$ cat config.mk
export PLATFORM = sky130hd
export DESIGN_NAME = bvinv_skolem_seq_flat
export DESIGN_NICKNAME = d
export VERILOG_FILES = /design/src/rtl/bvinv_skolem_seq_if.sv /design/src/rtl/bvinv_skolem_seq.sv /design/src/flat_wrapper.sv
export SDC_FILE = /design/constraint.sdc
export NUM_CORES = 1
export LEC_CHECK = 0
export CAP_MARGIN = 10
export CORE_MARGIN = 8
export CORE_UTILIZATION = 66
export CTS_CLUSTER_SIZE = 40
export DETAILED_ROUTE_END_ITERATION = 8
export DONT_BUFFER_PORTS = 1
export GPL_TIMING_DRIVEN = 0
export PLACE_DENSITY_LB_ADDON = 0.25
export SETUP_SLACK_MARGIN = 0.1
export SYNTH_ARGS = -nofsm -noshare
export SYNTH_HDL_FRONTEND = slang
export SYNTH_SLANG_ARGS = --single-unit
$ cat constraint.sdc
create_clock -name clk -period 4.14 [get_ports clk]
set_input_delay 0.828 -clock clk [delete_from_list [all_inputs] [get_ports clk]]
set_output_delay 0.828 -clock clk [all_outputs]
set_load 0.05 [all_outputs]
$ cat src/rtl/bvinv_skolem_seq_if.sv
// Request/result handshake bundle for the digit-serial bit-vector inversion block.
// The master side produces requests and consumes results. The slave side is the solver.
interface bvinv_skolem_seq_if #(
  parameter int W = 8
);
  logic         in_valid;
  logic         in_ready;
  logic [W-1:0] in_s;
  logic [W-1:0] in_t;
  logic [1:0]   in_mode;
  logic         out_valid;
  logic         out_ready;
  logic [W-1:0] out_x;
  logic         out_ic;

  modport master (
    output in_valid, in_s, in_t, in_mode, out_ready,
    input  in_ready, out_valid, out_x, out_ic
  );

  modport slave (
    input  in_valid, in_s, in_t, in_mode, out_ready,
    output in_ready, out_valid, out_x, out_ic
  );
endinterface

$ cat src/rtl/bvinv_skolem_seq.sv
// Digit-serial Skolem witness generator: finds x with (x op s) == t, LSB digit first,
// and reports whether any such x exists (ic).
module bvinv_skolem_seq #(
  parameter int W     = 8,
  parameter int DIGIT = 1
) (
  input  logic                 clk,
  input  logic                 rst_n,
  bvinv_skolem_seq_if.slave    bus
);
  localparam int NDIG = W / DIGIT;
  localparam int CW   = (NDIG > 1) ? $clog2(NDIG) : 1;

  localparam logic [1:0] MODE_ADD = 2'd0;
  localparam logic [1:0] MODE_SUB = 2'd1;
  localparam logic [1:0] MODE_XOR = 2'd2;

  generate
    if (W < 1 || DIGIT < 1 || (W % DIGIT) != 0) begin : g_bad_params
      $fatal(1, "bvinv_skolem_seq: DIGIT must divide W and W must be at least 1");
    end
  endgenerate

  typedef enum logic [1:0] {IDLE, RUN, DONE} state_t;

  state_t         state_q, state_d;
  logic [W-1:0]   s_q, s_d;
  logic [W-1:0]   t_q, t_d;
  logic [W-1:0]   x_q, x_d;
  logic [1:0]     mode_q, mode_d;
  logic           ic_q, ic_d;
  logic           carry_q, carry_d;
  logic [CW-1:0]  cnt_q, cnt_d;

  logic [DIGIT-1:0] s_dig, t_dig, s_op, x_dig;
  logic [DIGIT:0]   sum;

  always_ff @(posedge clk or negedge rst_n) begin
    if (!rst_n) begin
      state_q <= IDLE;
      s_q     <= '0;
      t_q     <= '0;
      x_q     <= '0;
      mode_q  <= '0;
      ic_q    <= 1'b0;
      carry_q <= 1'b0;
      cnt_q   <= '0;
    end else begin
      state_q <= state_d;
      s_q     <= s_d;
      t_q     <= t_d;
      x_q     <= x_d;
      mode_q  <= mode_d;
      ic_q    <= ic_d;
      carry_q <= carry_d;
      cnt_q   <= cnt_d;
    end
  end

  // s and t are shifted right each RUN cycle so the current digit is always at the LSB.
  always_comb begin
    s_dig = s_q[DIGIT-1:0];
    t_dig = t_q[DIGIT-1:0];
    // ADD solves x = t + ~s + 1 (carry seeded to 1); SUB solves x = t + s.
    s_op  = (mode_q == MODE_ADD) ? ~s_dig : s_dig;
    sum   = {1'b0, t_dig} + {1'b0, s_op} + {{DIGIT{1'b0}}, carry_q};
    case (mode_q)
      MODE_ADD, MODE_SUB: x_dig = sum[DIGIT-1:0];
      MODE_XOR:           x_dig = t_dig ^ s_dig;
      default:            x_dig = t_dig;
    endcase
  end

  always_comb begin
    state_d      = state_q;
    s_d          = s_q;
    t_d          = t_q;
    x_d          = x_q;
    mode_d       = mode_q;
    ic_d         = ic_q;
    carry_d      = carry_q;
    cnt_d        = cnt_q;
    bus.in_ready  = 1'b0;
    bus.out_valid = 1'b0;

    case (state_q)
      IDLE: begin
        bus.in_ready = 1'b1;
        if (bus.in_valid) begin
          s_d     = bus.in_s;
          t_d     = bus.in_t;
          mode_d  = bus.in_mode;
          x_d     = '0;
          ic_d    = 1'b1;
          carry_d = (bus.in_mode == MODE_ADD);
          cnt_d   = '0;
          state_d = RUN;
        end
      end
      RUN: begin
        s_d     = s_q >> DIGIT;
        t_d     = t_q >> DIGIT;
        x_d     = W'({x_dig, x_q} >> DIGIT);
        carry_d = sum[DIGIT];
        if (mode_q == 2'd3 && |(t_dig & ~s_dig)) begin
          ic_d = 1'b0;
        end
        if (cnt_q == CW'(NDIG - 1)) begin
          state_d = DONE;
        end else begin
          cnt_d = cnt_q + 1'b1;
        end
      end
      DONE: begin
        bus.out_valid = 1'b1;
        if (bus.out_ready) begin
          state_d = IDLE;
        end
      end
      default: state_d = IDLE;
    endcase
  end

  assign bus.out_x  = x_q;
  assign bus.out_ic = ic_q;
endmodule
$ cat src/flat_wrapper.sv
// flat-port wrapper written by rule: the top's interface ports become plain ports
module bvinv_skolem_seq_flat 
#(
  parameter int W     = 8,
  parameter int DIGIT = 1
)
  (clk, rst_n, bus_in_valid, bus_in_s, bus_in_t, bus_in_mode, bus_out_ready, bus_in_ready, bus_out_valid, bus_out_x, bus_out_ic);
  bvinv_skolem_seq_if #(.W(W)) bus_i ();
  input  logic clk;
  input  logic rst_n;
  input wire logic [$bits(bus_i.in_valid)-1:0] bus_in_valid;
  input wire logic [$bits(bus_i.in_s)-1:0] bus_in_s;
  input wire logic [$bits(bus_i.in_t)-1:0] bus_in_t;
  input wire logic [$bits(bus_i.in_mode)-1:0] bus_in_mode;
  input wire logic [$bits(bus_i.out_ready)-1:0] bus_out_ready;
  output wire logic [$bits(bus_i.in_ready)-1:0] bus_in_ready;
  output wire logic [$bits(bus_i.out_valid)-1:0] bus_out_valid;
  output wire logic [$bits(bus_i.out_x)-1:0] bus_out_x;
  output wire logic [$bits(bus_i.out_ic)-1:0] bus_out_ic;
  assign bus_i.in_valid = bus_in_valid;
  assign bus_i.in_s = bus_in_s;
  assign bus_i.in_t = bus_in_t;
  assign bus_i.in_mode = bus_in_mode;
  assign bus_i.out_ready = bus_out_ready;
  assign bus_in_ready = bus_i.in_ready;
  assign bus_out_valid = bus_i.out_valid;
  assign bus_out_x = bus_i.out_x;
  assign bus_out_ic = bus_i.out_ic;
  bvinv_skolem_seq #(.W(W), .DIGIT(DIGIT)) u_core (.clk(clk), .rst_n(rst_n), .bus(bus_i));
endmodule
==> results of run 1 <==
==> path summary, 6_finish.rpt <==
kind,end
hold reg to reg,u_core.t_q[0]$_DFFE_PN0P_
hold / removal,u_core.bus.out_x[0]$_DFFE_PN0P_
setup reg to reg,u_core.cnt_q[0]$_DFFE_PN0P_
max in group asynchronous,u_core.s_q[5]$_DFFE_PN0P_
min in group clk,u_core.t_q[0]$_DFFE_PN0P_
setup / recovery,bus_out_valid
==> state kept, by name, indices dropped and copies added (netlist names) <==
name               flops
u_core.bus.out_x       8
u_core.s_q             8
u_core.t_q             8
u_core.cnt_q           3
u_core.mode_q          2
u_core.state_q         2
u_core.bus.out_ic      1
u_core.carry_q         1
==> routing by layer <==
layer / global-route usage / share of wire
met1: 0.198 / 0.41
met2: 0.266 / 0.51
met3: 0.0592 / 0.068
met4: 0.0696 / 0.017
met5: 0 / 0
==> power by group through the flow <==
stage               Clock [W]  Sequential (W)  Combinational (W)
floorplan                   0        0.000643           0.000409
global placement            0        0.000663           0.000471
detailed placement          0        0.000672           0.000500
CTS                  0.000208        0.000666           0.000514
global route         0.000221        0.000681           0.000576
finish               0.000206        0.000664           0.000509
==> synthesized netlist by cell type, types with 2 or more instances <==
cell	instances
sky130_fd_sc_hd__a22o_1	3
sky130_fd_sc_hd__buf_2	4
sky130_fd_sc_hd__buf_6	2
sky130_fd_sc_hd__dfrtp_1	33
sky130_fd_sc_hd__ha_1	3
sky130_fd_sc_hd__inv_1	3
sky130_fd_sc_hd__mux2_2	3
sky130_fd_sc_hd__mux2i_1	14
sky130_fd_sc_hd__nand2_1	36
sky130_fd_sc_hd__nor2_1	4
sky130_fd_sc_hd__o21ai_0	9
sky130_fd_sc_hd__o21ai_1	15
==> logic make-up (layout without fill, tap and decap cells) <==
logic type / count (synthesis) / in the layout / share of synthesized area
mux: 17 / 17 / 0.114
simple gates: 46 / 46 / 0.136
xor+xnor: 1 / 1 / 0.00574
compound gates: 31 / 31 / 0.122
flops: 33 / 33 / 0.541
buf+inv: 11 / 19 / 0.0427
fa+ha+maj: 4 / 4 / 0.0377
==> cells in the final DEF, fill, tap and decap left out, types with 2 or more instances in the layout <==
cell type,count
sky130_fd_sc_hd__a22o_1,3
sky130_fd_sc_hd__o21ai_0,9
sky130_fd_sc_hd__mux2_2,3
sky130_fd_sc_hd__buf_2,4
sky130_fd_sc_hd__clkbuf_8,2
sky130_fd_sc_hd__dfrtp_1,33
sky130_fd_sc_hd__nand2_1,36
sky130_fd_sc_hd__ha_1,3
sky130_fd_sc_hd__nor2_1,4
sky130_fd_sc_hd__buf_6,2
sky130_fd_sc_hd__mux2i_1,14
sky130_fd_sc_hd__o21ai_1,15
sky130_fd_sc_hd__clkbuf_4,5
sky130_fd_sc_hd__inv_1,3
==> per-stage QoR <==
stage	hold WS, ps	worst slack, ps	util
floorplan	455	2110	-
detailed placement	482	2040	0.712
global placement	467	2050	0.712
finish	174	1680	0.744
global route	148	1590	0.744
CTS	171	1670	0.744
==> final cells by class <==
class,instances,area (µm²)
plain buffers,8,53.8
multi-input cells,99,634
inverters,3,11.3
flip-flops and latches,33,826
well taps,28,35.0
fillers,155,561
clock buffers,7,65.1
clock inverters,1,5.00
==> flow_summary.toml, run 1 <==
[floorplanning]
design.core.area_um2 = 2190
design.die.area_um2 = 4100
initial_utilization = 0.696
die_w_um = 64.1
io_pins = 33
placement_rows = 17
die_h_um = 64.1

[power]
total_leakage_power_nw = 0.727
ir_worst_vdd_v = 0.000659
share_seq_of_total_power = 0.482
total_power_w = 0.00138
power.density_cell_area_nw_per_um2 = 845
power.internal_w = 0.000762
netSwitchingFraction = 0.447
p_clk_frac = 0.149
power_frac_comb = 0.369
power_switching_w = 0.000617

[setup_path]
cp.depth = 1
r2r_cell_count = 5
critical_path.slowest_cell = "sky130_fd_sc_hd__nor2b_1"
data_arrival_time_of_the_critical_path_ps = 1630
cp_top_family = "simple AND/OR/NAND/NOR gates"
worst_r2r_start = "u_core.cnt_q[0]$_DFFE_PN0P_"
startpoint = "u_core.state_q[1]$_DFFE_PN0P_"
critical_path_peak_fanout = 6
rrSetupSlack_ps = 2500
setup.worst_path.class = "register to output port"
cp_cell_sequence = "nor2b_1"
cp.buffers_inverters = 0
cp-end-kind = "output port"
cp_slowest_stage_delay_ps = 830
crit_required_ps = 3310
worstSetupStartpointType = "register"

[clock_tree]
tritoncts = "done"
post_cts_buffers = 0
cts.sinks = 33
insertion_delay_ps = 330
hold_fix_buffer_count_after_cts = 0
number_of_buffers_inserted_during_clock_tree_synthesis = 5
clockBufferDepth = 2
cts.repair.resized = 0
h-tree-depth = 2
root_buffer = "sky130_fd_sc_hd__clkbuf_4"
worst_setup_hold_path_clk_slew_ps = 100

[yosys]
synth.yosys.warnings = 0
yosys.area.top_type = "sky130_fd_sc_hd__dfrtp_1"
mapped_avg_cell_area_um2 = 10.7
yosys_most_used_dff = "sky130_fd_sc_hd__dfrtp_1"
synth.yosys.seq_area_share = 0.541
synth_async_sr_flop_share = 1.00
post_synth_instance_area_um2 = 1530
syn_nets = 169
synth.ff_latch_count = 33
syn-instance-count = 143
synth-edff-count = 0
ys_top_cells_by_area = "sky130_fd_sc_hd__dfrtp_1 54%, sky130_fd_sc_hd__mux2i_1 9.2%, sky130_fd_sc_hd__nand2_1 8.9%"
synth.distinct_cells = 26
yosysTopAreaCellShare = 0.541

[grt]
grt_pass1_vias = 1128
grt_use_total = 0.166
largest_net_degree_at_the_start_of_global_routing = 34
antenna_found_initial = 0
grt_remaining_overflow = 0
grt_pass1_wl_mm = 5.35

[placed_design]
numPlacedInstances = 171
placedInstanceArea_um2 = 1560
portBuffers = 0
hpwlAfterDp_mm = 2.21
routabilityCongestion = 0.806

[timing]
layout_worst_path_cycle_share = 0.594
fmaxAchievable_mhz = 406
tns_ps = 0
report.final.slew_viol_count = 0
grt_setup_unrepaired = "false"
tightestPinTransition_ps = 1000
setup_viol = 0
fin_skew_ps = 5.32
fin_crit_ps = 2460
timing.slew.headroom = 0.330
hold_viol_final = 0

[routing]
drc = 0
number_of_vias_in_the_routed_layout = 1036
viasPerCell = 5.79
drt_iter0_markers = 66
drt.antenna.violating_nets = 0
totalWireLength_mm = 3.14
drtPass1Iterations = 4
routedWlPerCell_um = 17.6

[final_layout]
area.growth.synth_to_final_pct = 6.89
antennaDiodeCount = 0
net_count_reported_at_finish = 176
instances_no_fill = 179
layout.cell_area.non_filler_um2 = 1630
post_route_cells_drive_above_1_share = 0.139

[run]
drv_cap = 0

[worst_hold_path]
hold_class = "input port to async pin"

[status]
status = "finished clean"
(Power assumes the default switching activity.)
==> run 2: changes to the inputs <==
--- a/config.mk
+++ b/config.mk
@@ -7,7 +7,7 @@
 export LEC_CHECK = 0
 export CAP_MARGIN = 10
 export CORE_MARGIN = 8
-export CORE_UTILIZATION = 66
+export CORE_UTILIZATION = 61
 export CTS_CLUSTER_SIZE = 40
 export DETAILED_ROUTE_END_ITERATION = 8
 export DONT_BUFFER_PORTS = 1
==> constraint.sdc (replaced) <==
create_clock -name clk -period 2.32 [get_ports clk]
set_input_delay 0.464 -clock clk [delete_from_list [all_inputs] [get_ports clk]]
set_output_delay 0.464 -clock clk [all_outputs]
set_load 0.05 [all_outputs]
==> run 2 against run 1 <==
Effect of this change: final cell count grew 2.2%; total power grew 83%; wire length shrank 3.4%; clock power grew 120%; sequential power grew 78%; via count is essentially flat; critical path depth is the same; largest cell class unchanged; register-to-register slack lost 1800 ps; non-clock buffer count grew 2.
==> flow_summary.toml, run 2 (synthesis gave the netlist of run 1 again) <==
[timing]
fmaxAchievable_mhz = 474
grt_setup_unrepaired = "false"
timing.slew.headroom = 0.323
fin_skew_ps = 14.3
report.final.slew_viol_count = 0
fin_crit_ps = 2110
setup_viol = 0
hold_viol_final = 0
layout_worst_path_cycle_share = 0.909
timing.final.ws_setup_ps = 212
tns_ps = 0
tightestPinTransition_ps = 1010

[power]
total_power_w = 0.00253
ir_worst_vdd_v = 0.00113
power.density_cell_area_nw_per_um2 = 1510
total_leakage_power_nw = 0.744

[setup_path]
cp.buffers_inverters = 0
cp_slowest_stage_delay_ps = 840
cp_cell_sequence = "nor2b_1"
cp_top_family = "simple AND/OR/NAND/NOR gates"
setup.worst_path.class = "register to output port"
critical_path.slowest_cell = "sky130_fd_sc_hd__nor2b_1"
data_arrival_time_of_the_critical_path_ps = 1640
crit_required_ps = 1860
critical_path_peak_fanout = 6
cp-end-kind = "output port"
worstSetupStartpointType = "register"

[clock_tree]
tritoncts = "done"
cts.repair.resized = 0
post_cts_buffers = 0
cts.sinks = 33
hold_fix_buffer_count_after_cts = 2
number_of_buffers_inserted_during_clock_tree_synthesis = 5
clockBufferDepth = 2
worst_setup_hold_path_clk_slew_ps = 110
h-tree-depth = 2
root_buffer = "sky130_fd_sc_hd__clkbuf_4"
insertion_delay_ps = 340

[floorplanning]
die_h_um = 66.0
io_pins = 33
design.die.area_um2 = 4360
die_w_um = 66.0
design.core.area_um2 = 2430
initial_utilization = 0.627
placement_rows = 18

[final_layout]
net_count_reported_at_finish = 178
post_route_cells_drive_above_1_share = 0.137
fillerInstances = 186
area.growth.synth_to_final_pct = 10.0
final_cell_mix = "36 x sky130_fd_sc_hd__nand2_1, 33 x sky130_fd_sc_hd__dfrtp_1, 15 x sky130_fd_sc_hd__o21ai_1, 14 x sky130_fd_sc_hd__mux2i_1, 9 x sky130_fd_sc_hd__o21ai_0"
layout.cells.most_common = "sky130_fd_sc_hd__nand2_1"
antennaDiodeCount = 0
instances_no_fill = 183

[placed_design]
portBuffers = 0
numPlacedInstances = 173
routabilityCongestion = 0.760
hpwlAfterDp_mm = 2.14
preCtsSetupSlack_ps = 569

[routing]
number_of_vias_in_the_routed_layout = 1035
drtPass1Iterations = 4
drt_iter0_markers = 49
viasPerCell = 5.66
routedWlPerCell_um = 16.6
totalWireLength_mm = 3.04
drc = 0
drt.antenna.violating_nets = 0

[grt]
antenna_found_initial = 0
largest_net_degree_at_the_start_of_global_routing = 34
grt_remaining_overflow = 0
grt_pass1_vias = 1120
grt_pass1_wl_mm = 5.16
grt_use_total = 0.155

[status]
status = "finished clean"

[worst_hold_path]
hold_class = "input port to register"

[run]
drv_cap = 0
-- run 2: final timing paths --
| path | from | endpoint | slack, ps | cells past startpoint |
|---|---|---|---|---|
| min | bus_in_t[7] | u_core.t_q[7]$_DFFE_PN0P_ | 240 | 2 |
| max | u_core.state_q[1]$_DFFE_PN0P_ | bus_out_valid | 210 | 1 |
| min in group asynchronous | rst_n | u_core.bus.out_x[2]$_DFFE_PN0P_ | 560 | 2 |
| min reg2reg | u_core.t_q[7]$_DFFE_PN0P_ | u_core.t_q[6]$_DFFE_PN0P_ | 500 | 2 |
| max in group asynchronous | rst_n | u_core.mode_q[1]$_DFFE_PN0P_ | 1570 | 2 |
| max reg2reg | u_core.state_q[1]$_DFFE_PN0P_ | u_core.state_q[1]$_DFFE_PN0P_ | 670 | 2 |
-- run 2: metal layers --
metal  vias to the layer above  share of wire  GRT usage
li1                        506              -          -
met1                       495           0.44      0.179
met2                        25           0.46      0.235
met3                         9          0.069     0.0627
met4                         0          0.029     0.0987
met5                         -              0          0
-- run 2: power breakdown --
part	switching, W	total, W	internal [W]
Combinational	0.000515	0.000898	0.000383
Sequential	0.000379	0.00118	0.000799
Clock	0.000193	0.000450	0.000257
Total	0.00109	0.00253	0.00144
-- run 2: final cells by class --
type	count	area (µm²)	area share
multi-input combinational	99	634	0.378
inverter	3	11.3	0.00671
clock buffer	7	55.1	0.0328
tap	30	37.5	0.0224
clock inverter	1	30.0	0.0179
buffer	8	53.8	0.0321
sequential	33	826	0.492
timing repair buffer	2	30.0	0.0179
-- run 2: through the flow --
step	hold WS (ps)	utilization	cell area [µm²]
finish	245	0.690	1680
global route	246	0.690	1680
CTS	228	0.690	1680
detailed placement	170	0.642	1560
global placement	169	0.642	1560
floorplan	168	-	1530
